[config.mk]
export PLATFORM = sky130hd
export DESIGN_NAME = mem_port_arbiter
export DESIGN_NICKNAME = d
export VERILOG_FILES = /design/src/rtl/mem_port_arbiter.sv
export SDC_FILE = /design/constraint.sdc
export NUM_CORES = 1
export LEC_CHECK = 0
export BUFFER_PORTS_ARGS = -buffer_cell sky130_fd_sc_hd__clkbuf_2
export CAP_MARGIN = 10
export CORE_MARGIN = 8
export CORE_UTILIZATION = 45
export CTS_CLUSTER_SIZE = 14
export DETAILED_ROUTE_END_ITERATION = 8
export GPL_TIMING_DRIVEN = 0
export PLACE_DENSITY = 0.91
export SKIP_LAST_GASP = 1
export SLEW_MARGIN = 20
export SYNTH_ARGS = -nofsm -noshare
export SYNTH_HDL_FRONTEND = slang
export SYNTH_SLANG_ARGS = --single-unit
[constraint.sdc]
create_clock -name clk_i -period 4.17 [get_ports clk_i]
set_input_delay 0 -clock clk_i [delete_from_list [all_inputs] [get_ports clk_i]]
set_output_delay 0 -clock clk_i [all_outputs]
set_load 0.02 [all_outputs]
[src/rtl/mem_port_arbiter.sv]
`default_nettype none
// ============================================================================
// Module   : mem_port_arbiter
// Purpose  : Shares one unified memory port between the instruction-fetch
//            requester and the load/store requester. One transaction is in
//            flight at a time. A request is captured into registers at grant,
//            held on the bus until mem_ack_i or a timeout, and a completion
//            pulse is returned to the owner. Data requests win over fetches.
// Ports    :
//   clk_i, rst_ni                       clock, async active-low reset
//   instr_req_i/addr_i/kill_i           fetch request, address, discard
//   instr_done_o/rdata_o                fetch completion pulse, read data
//   data_req_i/we_i/addr_i/wdata_i/be_i load/store request and fields
//   data_done_o/rdata_o                 load/store completion pulse, data
//   bus_err_o                           pulse with done of a timed-out access
//   mem_req_o/we_o/addr_o/wdata_o/be_o  registered memory transaction
//   mem_ack_i, mem_rdata_i              memory completion and read data
// Revision : 1.0 - initial release
// ============================================================================
module mem_port_arbiter #(
  parameter int unsigned TIMEOUT_CYC = 64
) (
  input  logic        clk_i,
  input  logic        rst_ni,
  // instruction fetch requester
  input  logic        instr_req_i,
  input  logic [31:0] instr_addr_i,
  input  logic        instr_kill_i,
  output logic        instr_done_o,
  output logic [31:0] instr_rdata_o,
  // load/store requester
  input  logic        data_req_i,
  input  logic        data_we_i,
  input  logic [31:0] data_addr_i,
  input  logic [31:0] data_wdata_i,
  input  logic [3:0]  data_be_i,
  output logic        data_done_o,
  output logic [31:0] data_rdata_o,
  output logic        bus_err_o,
  // memory port
  output logic        mem_req_o,
  output logic        mem_we_o,
  output logic [31:0] mem_addr_o,
  output logic [31:0] mem_wdata_o,
  output logic [3:0]  mem_be_o,
  input  logic        mem_ack_i,
  input  logic [31:0] mem_rdata_i
);

  // Counter is wide enough for the largest legal timeout (1023).
  localparam int unsigned c_cnt_w    = 10;
  localparam logic [c_cnt_w-1:0] c_tmo_last = c_cnt_w'(TIMEOUT_CYC - 1);

  typedef enum logic [1:0] {
    ST_IDLE  = 2'd0,
    ST_IBUSY = 2'd1,
    ST_DBUSY = 2'd2
  } state_t;

  state_t             r_state;
  state_t             w_next_state;
  logic [c_cnt_w-1:0] r_cnt;
  logic               r_kill;
  logic               r_we;
  logic [31:0]        r_addr;
  logic [31:0]        r_wdata;
  logic [3:0]         r_be;

  logic               w_busy;
  logic               w_tmo;
  logic               w_end;
  logic               w_grant_d;
  logic               w_grant_i;
  logic               w_data_done;
  logic               w_instr_done;

  // --------------------------------------------------------------------------
  // State register
  // --------------------------------------------------------------------------
  always_ff @(posedge clk_i or negedge rst_ni) begin
    if (!rst_ni) begin
      r_state <= ST_IDLE;
    end else begin
      r_state <= w_next_state;
    end
  end

  // --------------------------------------------------------------------------
  // Next-state and completion decode
  // --------------------------------------------------------------------------
  always_comb begin
    w_next_state = r_state;
    w_grant_d    = 1'b0;
    w_grant_i    = 1'b0;
    w_busy       = 1'b0;
    w_tmo        = 1'b0;
    w_end        = 1'b0;
    w_data_done  = 1'b0;
    w_instr_done = 1'b0;

    unique case (r_state)
      ST_IDLE: begin
        // Ack seen here is a stale extra ack cycle and is ignored.
        if (data_req_i) begin
          w_grant_d    = 1'b1;
          w_next_state = ST_DBUSY;
        end else if (instr_req_i && !instr_kill_i) begin
          w_grant_i    = 1'b1;
          w_next_state = ST_IBUSY;
        end
      end
      ST_IBUSY, ST_DBUSY: begin
        w_busy = 1'b1;
        // Ack on the timeout cycle wins: no bus error in that case.
        w_tmo  = !mem_ack_i && (r_cnt == c_tmo_last);
        w_end  = mem_ack_i || w_tmo;
        if (w_end) begin
          w_next_state = ST_IDLE;
        end
        if (r_state == ST_DBUSY) begin
          w_data_done = w_end;
        end else begin
          // A killed fetch completes on the bus but is never reported.
          w_instr_done = w_end && !r_kill && !instr_kill_i;
        end
      end
      default: begin
        w_next_state = ST_IDLE;
      end
    endcase
  end

  // --------------------------------------------------------------------------
  // Busy-cycle counter and kill flag
  // --------------------------------------------------------------------------
  always_ff @(posedge clk_i or negedge rst_ni) begin
    if (!rst_ni) begin
      r_cnt  <= '0;
      r_kill <= 1'b0;
    end else begin
      if (w_grant_d || w_grant_i) begin
        r_cnt <= '0;
      end else if (w_busy && !w_end) begin
        r_cnt <= r_cnt + 1'b1;
      end

      if (r_state == ST_IBUSY && !w_end) begin
        if (instr_kill_i) begin
          r_kill <= 1'b1;
        end
      end else begin
        r_kill <= 1'b0;
      end
    end
  end

  // --------------------------------------------------------------------------
  // Transaction capture: fields are loaded only at grant, so requester inputs
  // are free to change while the access is in flight.
  // --------------------------------------------------------------------------
  always_ff @(posedge clk_i or negedge rst_ni) begin
    if (!rst_ni) begin
      r_we    <= 1'b0;
      r_addr  <= '0;
      r_wdata <= '0;
      r_be    <= '0;
    end else if (w_grant_d) begin
      r_we    <= data_we_i;
      r_addr  <= data_addr_i;
      r_wdata <= data_wdata_i;
      r_be    <= data_be_i;
    end else if (w_grant_i) begin
      r_we    <= 1'b0;
      r_addr  <= instr_addr_i;
      r_wdata <= '0;
      r_be    <= 4'hF;
    end
  end

  // --------------------------------------------------------------------------
  // Outputs
  // --------------------------------------------------------------------------
  // Derived from state so that an asynchronous reset drops the request at once.
  assign mem_req_o     = (r_state != ST_IDLE);
  assign mem_we_o      = r_we;
  assign mem_addr_o    = r_addr;
  assign mem_wdata_o   = r_wdata;
  assign mem_be_o      = r_be;

  assign data_done_o   = w_data_done;
  assign instr_done_o  = w_instr_done;
  assign bus_err_o     = w_tmo;
  assign data_rdata_o  = mem_rdata_i;
  assign instr_rdata_o = mem_rdata_i;

endmodule
`default_nettype wire

==> results.toml <==
[outcome]
outcome = "complete, no violations"

[pwr]
seq_power_share = 0.346
pwr-share-clk = 0.155
swShare = 0.440
internal_power_uw = 2190
p_leak_uw = 0.00349
p_switching_uw = 1720
p_comb_frac = 0.500
powerDensity_nw_per_um2 = 595
ir_drop_mv = 0.480

[cts]
post_cts_buffers = 0
clock_sinks = 82
ctsHtreeMaxLevel = 3
cts_made_buffers = 9
root_buffer = "clkbuf_8"
clkLatencyLatePin_ns = 0.34
cts_tree = "done"
clockBufferDepth = 2
clk_pin_slew_worst_paths_ns = 0.08
post_cts_resized = 0

[worst_setup_path]
cp_slowest_cell = "dlygate4sd3_1"
worstPathCellList = "inv_1 -> ha_1 -> and2_1 -> clkbuf_1 -> buf_2 -> buf_2 -> mux2i_1 -> dlygate4sd3_1 -> o21ai_0"
slowest_delay_ns = 0.58
cpMostUsedCell = "buf_2"
crit_path_start_kind = "flip-flop"
path_delay_family = "buffers and inverters"
path_buf_inv = 5
crit_path_end_kind = "flip-flop"
worstPathRequired_ns = 4.37
arrival_ns = 2.94
crit_fanout = 10
crit_type = "flip-flop to flip-flop"

[cells_and_area]
drive_gt1_frac = 0.453
syn_to_final_growth_pct = 65.3
fillCellCount = 552
nets = 867
final_util = 0.761

[logic_synthesis]
ys_ff_latch = 82
netlist_area_um2 = 3980
syn_nets = 512
ys_seq_area_frac = 0.516
yosysWarnings = 0
synth.avg_cell_area_um2 = 10.8
syn_inst = 369
synth_cell_type_count = 32

[timing]
setup_viol_count_final = 0
fin_tns_setup_ns = 0
finalCriticalPeriod_ns = 2.74
slew_viol_final = 0
fin_crit_sh = 0.656
fin_skew_ns = 0.0135
rsz0062_at_grt = "false"
fmax_mhz = 366
slew_headroom = 0.431
tightestPinTransition_ns = 0.849
hold_viol = 0

[placement]
gp_congestion = 0.793
io_buffers = 243
dp_hpwl_mm = 10.7

[global_routing]
grt_max_degree = 53
gr-usage-met3 = 0.0959
grt_overflow = 0
antenna_found_initial = 0
grtUsageTotal = 0.261
met2_usage = 0.455
grt_pass1_vias = 4852
gr-usage-met1 = 0.268
grt_pass1_wl_mm = 24.5
busiest_layer = "met2"

[routing]
firstDrtPassIters = 6
drtIter0Drc = 201
drc_errors = 0
vias_per_cell = 5.27
wl_per_cell_um = 19.8
ant_nets = 0
drt_wl_total_mm = 16.6
num_vias = 4424

[die]
core_area_um2 = 8640
pin_count = 276
dieWidth_um = 110
die-height_um = 110
start_util = 0.460
dieArea_um2 = 12100
rows = 34

[run]
cap_violations = 0

[worst_hold_path]
worstHoldPathType = "input pin to flip-flop"
-- what timing repair did --
item                                   in CTS  in global routing
endpoints found under the hold margin     105                  0
setup endpoints to repair                   0                  0
hold buffers                              100                  0
-- placed cells by master, fill, tap and decap left out, types with 2 or more instances in the layout --
master,count
o22a_1,4
and4_1,2
a22o_1,34
clkinv_4,2
xor2_1,2
nor2_1,5
nor4_1,2
nor2b_1,2
a31oi_1,2
or3_1,3
mux2i_1,32
nand3_1,4
clkbuf_8,10
nand2_1,36
nand4_1,2
buf_2,5
o21ai_0,38
a21oi_1,8
inv_1,5
clkbuf_1,15
o21ai_1,2
diode_2,2
clkbuf_2,242
dfrtp_1,82
dlygate4sd3_1,100
ha_1,4
and3_1,2
buf_4,64
nor3_1,5
and2_1,2
-- Yosys cell counts --
master,n,share of area
a21oi_1,8,0.010
a22o_1,34,0.075
a31oi_1,2,0.0031
and2_1,2,0.0031
and3_1,2,0.0031
and4_1,2,0.0044
and4b_1,1,0.0025
buf_2,5,0.0063
buf_4,64,0.12
clkbuf_1,15,0.014
dfrtp_1,82,0.52
ha_1,4,0.013
inv_1,5,0.0047
mux2i_1,32,0.081
nand2_1,36,0.034
nand2b_1,1,0.0016
nand3_1,4,0.0050
nand4_1,2,0.0031
nor2_1,5,0.0047
nor2b_1,2,0.0031
nor3_1,5,0.0063
nor4_1,2,0.0031
o2111ai_1,1,0.0022
o211a_1,1,0.0025
o21a_1,1,0.0019
o21ai_0,38,0.048
o21ai_1,2,0.0025
o22a_1,4,0.0088
o31ai_4,1,0.0054
or3_1,3,0.0047
or4_1,1,0.0019
xor2_1,2,0.0044
-- final timing paths --
kind,from,endpoint,slack (ns),cells past startpoint
setup / recovery,r_state[1],mem_addr_o[30],1.43,9
hold / removal,data_addr_i[27],mem_addr_o[27],0.02,3
setup reg to reg,r_state[1],mem_addr_o[30],1.43,9
hold reg to reg,mem_addr_o[0],mem_addr_o[0],0.49,2
max in group asynchronous,rst_ni,mem_addr_o[24],3.39,3
min in group asynchronous,rst_ni,mem_wdata_o[24],0.16,2
-- per-stage QoR --
| stage | total power (µW) | area (µm²) | worst slack, ns | hold WS [ns] | cells |
|---|---|---|---|---|---|
| floorplan | 2420 | 3980 | 2.18 | -0.296 | 369 |
| global placement | 3050 | 5330 | 2.02 | 0.225 | 720 |
| detailed placement | 3120 | 5360 | 2.02 | -0.00207 | 721 |
| CTS | 3860 | 6570 | 1.48 | 0.000613 | 837 |
| global route | 4130 | 6570 | 1.25 | 0.0165 | 837 |
| finish | 3910 | 6570 | 1.43 | 0.0164 | 839 |
-- per-layer routing --
metal	vias up	wire length (µm)
li1	1944	-
met1	2097	5470
met2	315	8420
met3	68	2030
met4	0	673
met5	-	0
-- registers in the layout, indices dropped and copies added, names as in the netlist --
signal       flops
r_kill           1
mem_addr_o      32
mem_be_o         4
r_state          2
mem_we_o         1
mem_wdata_o     32
r_cnt           10
-- area by class of cell --
class | instances | area [µm²] | area share
Multi-Input combinational cell | 198 | 1340 | 0.204
Tap cell | 108 | 135 | 0.0206
Clock buffer | 10 | 138 | 0.0209
Timing Repair Buffer | 344 | 2250 | 0.342
Sequential cell | 82 | 2050 | 0.312
Inverter | 5 | 18.8 | 0.00286
Antenna cell | 2 | 5.00 | 0.000761
Buffer | 84 | 562 | 0.0855
Clock inverter | 6 | 72.6 | 0.0110
-- cell families (layout without fill, tap and decap cells) --
kind of cell / Yosys count / after routing / share of synthesized area
and+or+nand+nor: 68 / 68 / 0.0809
xor gates and xnor gates: 2 / 2 / 0.00441
AOI/OAI and AO/OA: 92 / 92 / 0.159
muxes: 32 / 32 / 0.0806
DFF: 82 / 82 / 0.516
other: 0 / 2 / 0
adders and majority gates: 4 / 4 / 0.0126
buffers and inverters: 89 / 449 / 0.146
-- worst min-delay path, stage by stage --
cell and delay [ns]:
clkbuf_2 0.10, mux2i_1 0.06, o21ai_0 0.15
-- power groups by stage --
stage	registers [µW]	logic, µW	clock network, µW
floorplan	1700	727	0
global placement	1320	1730	0
detailed placement	1330	1780	0
CTS	1330	1920	617
global route	1380	2100	649
finish	1350	1950	604
(Power assumes the default switching activity.)
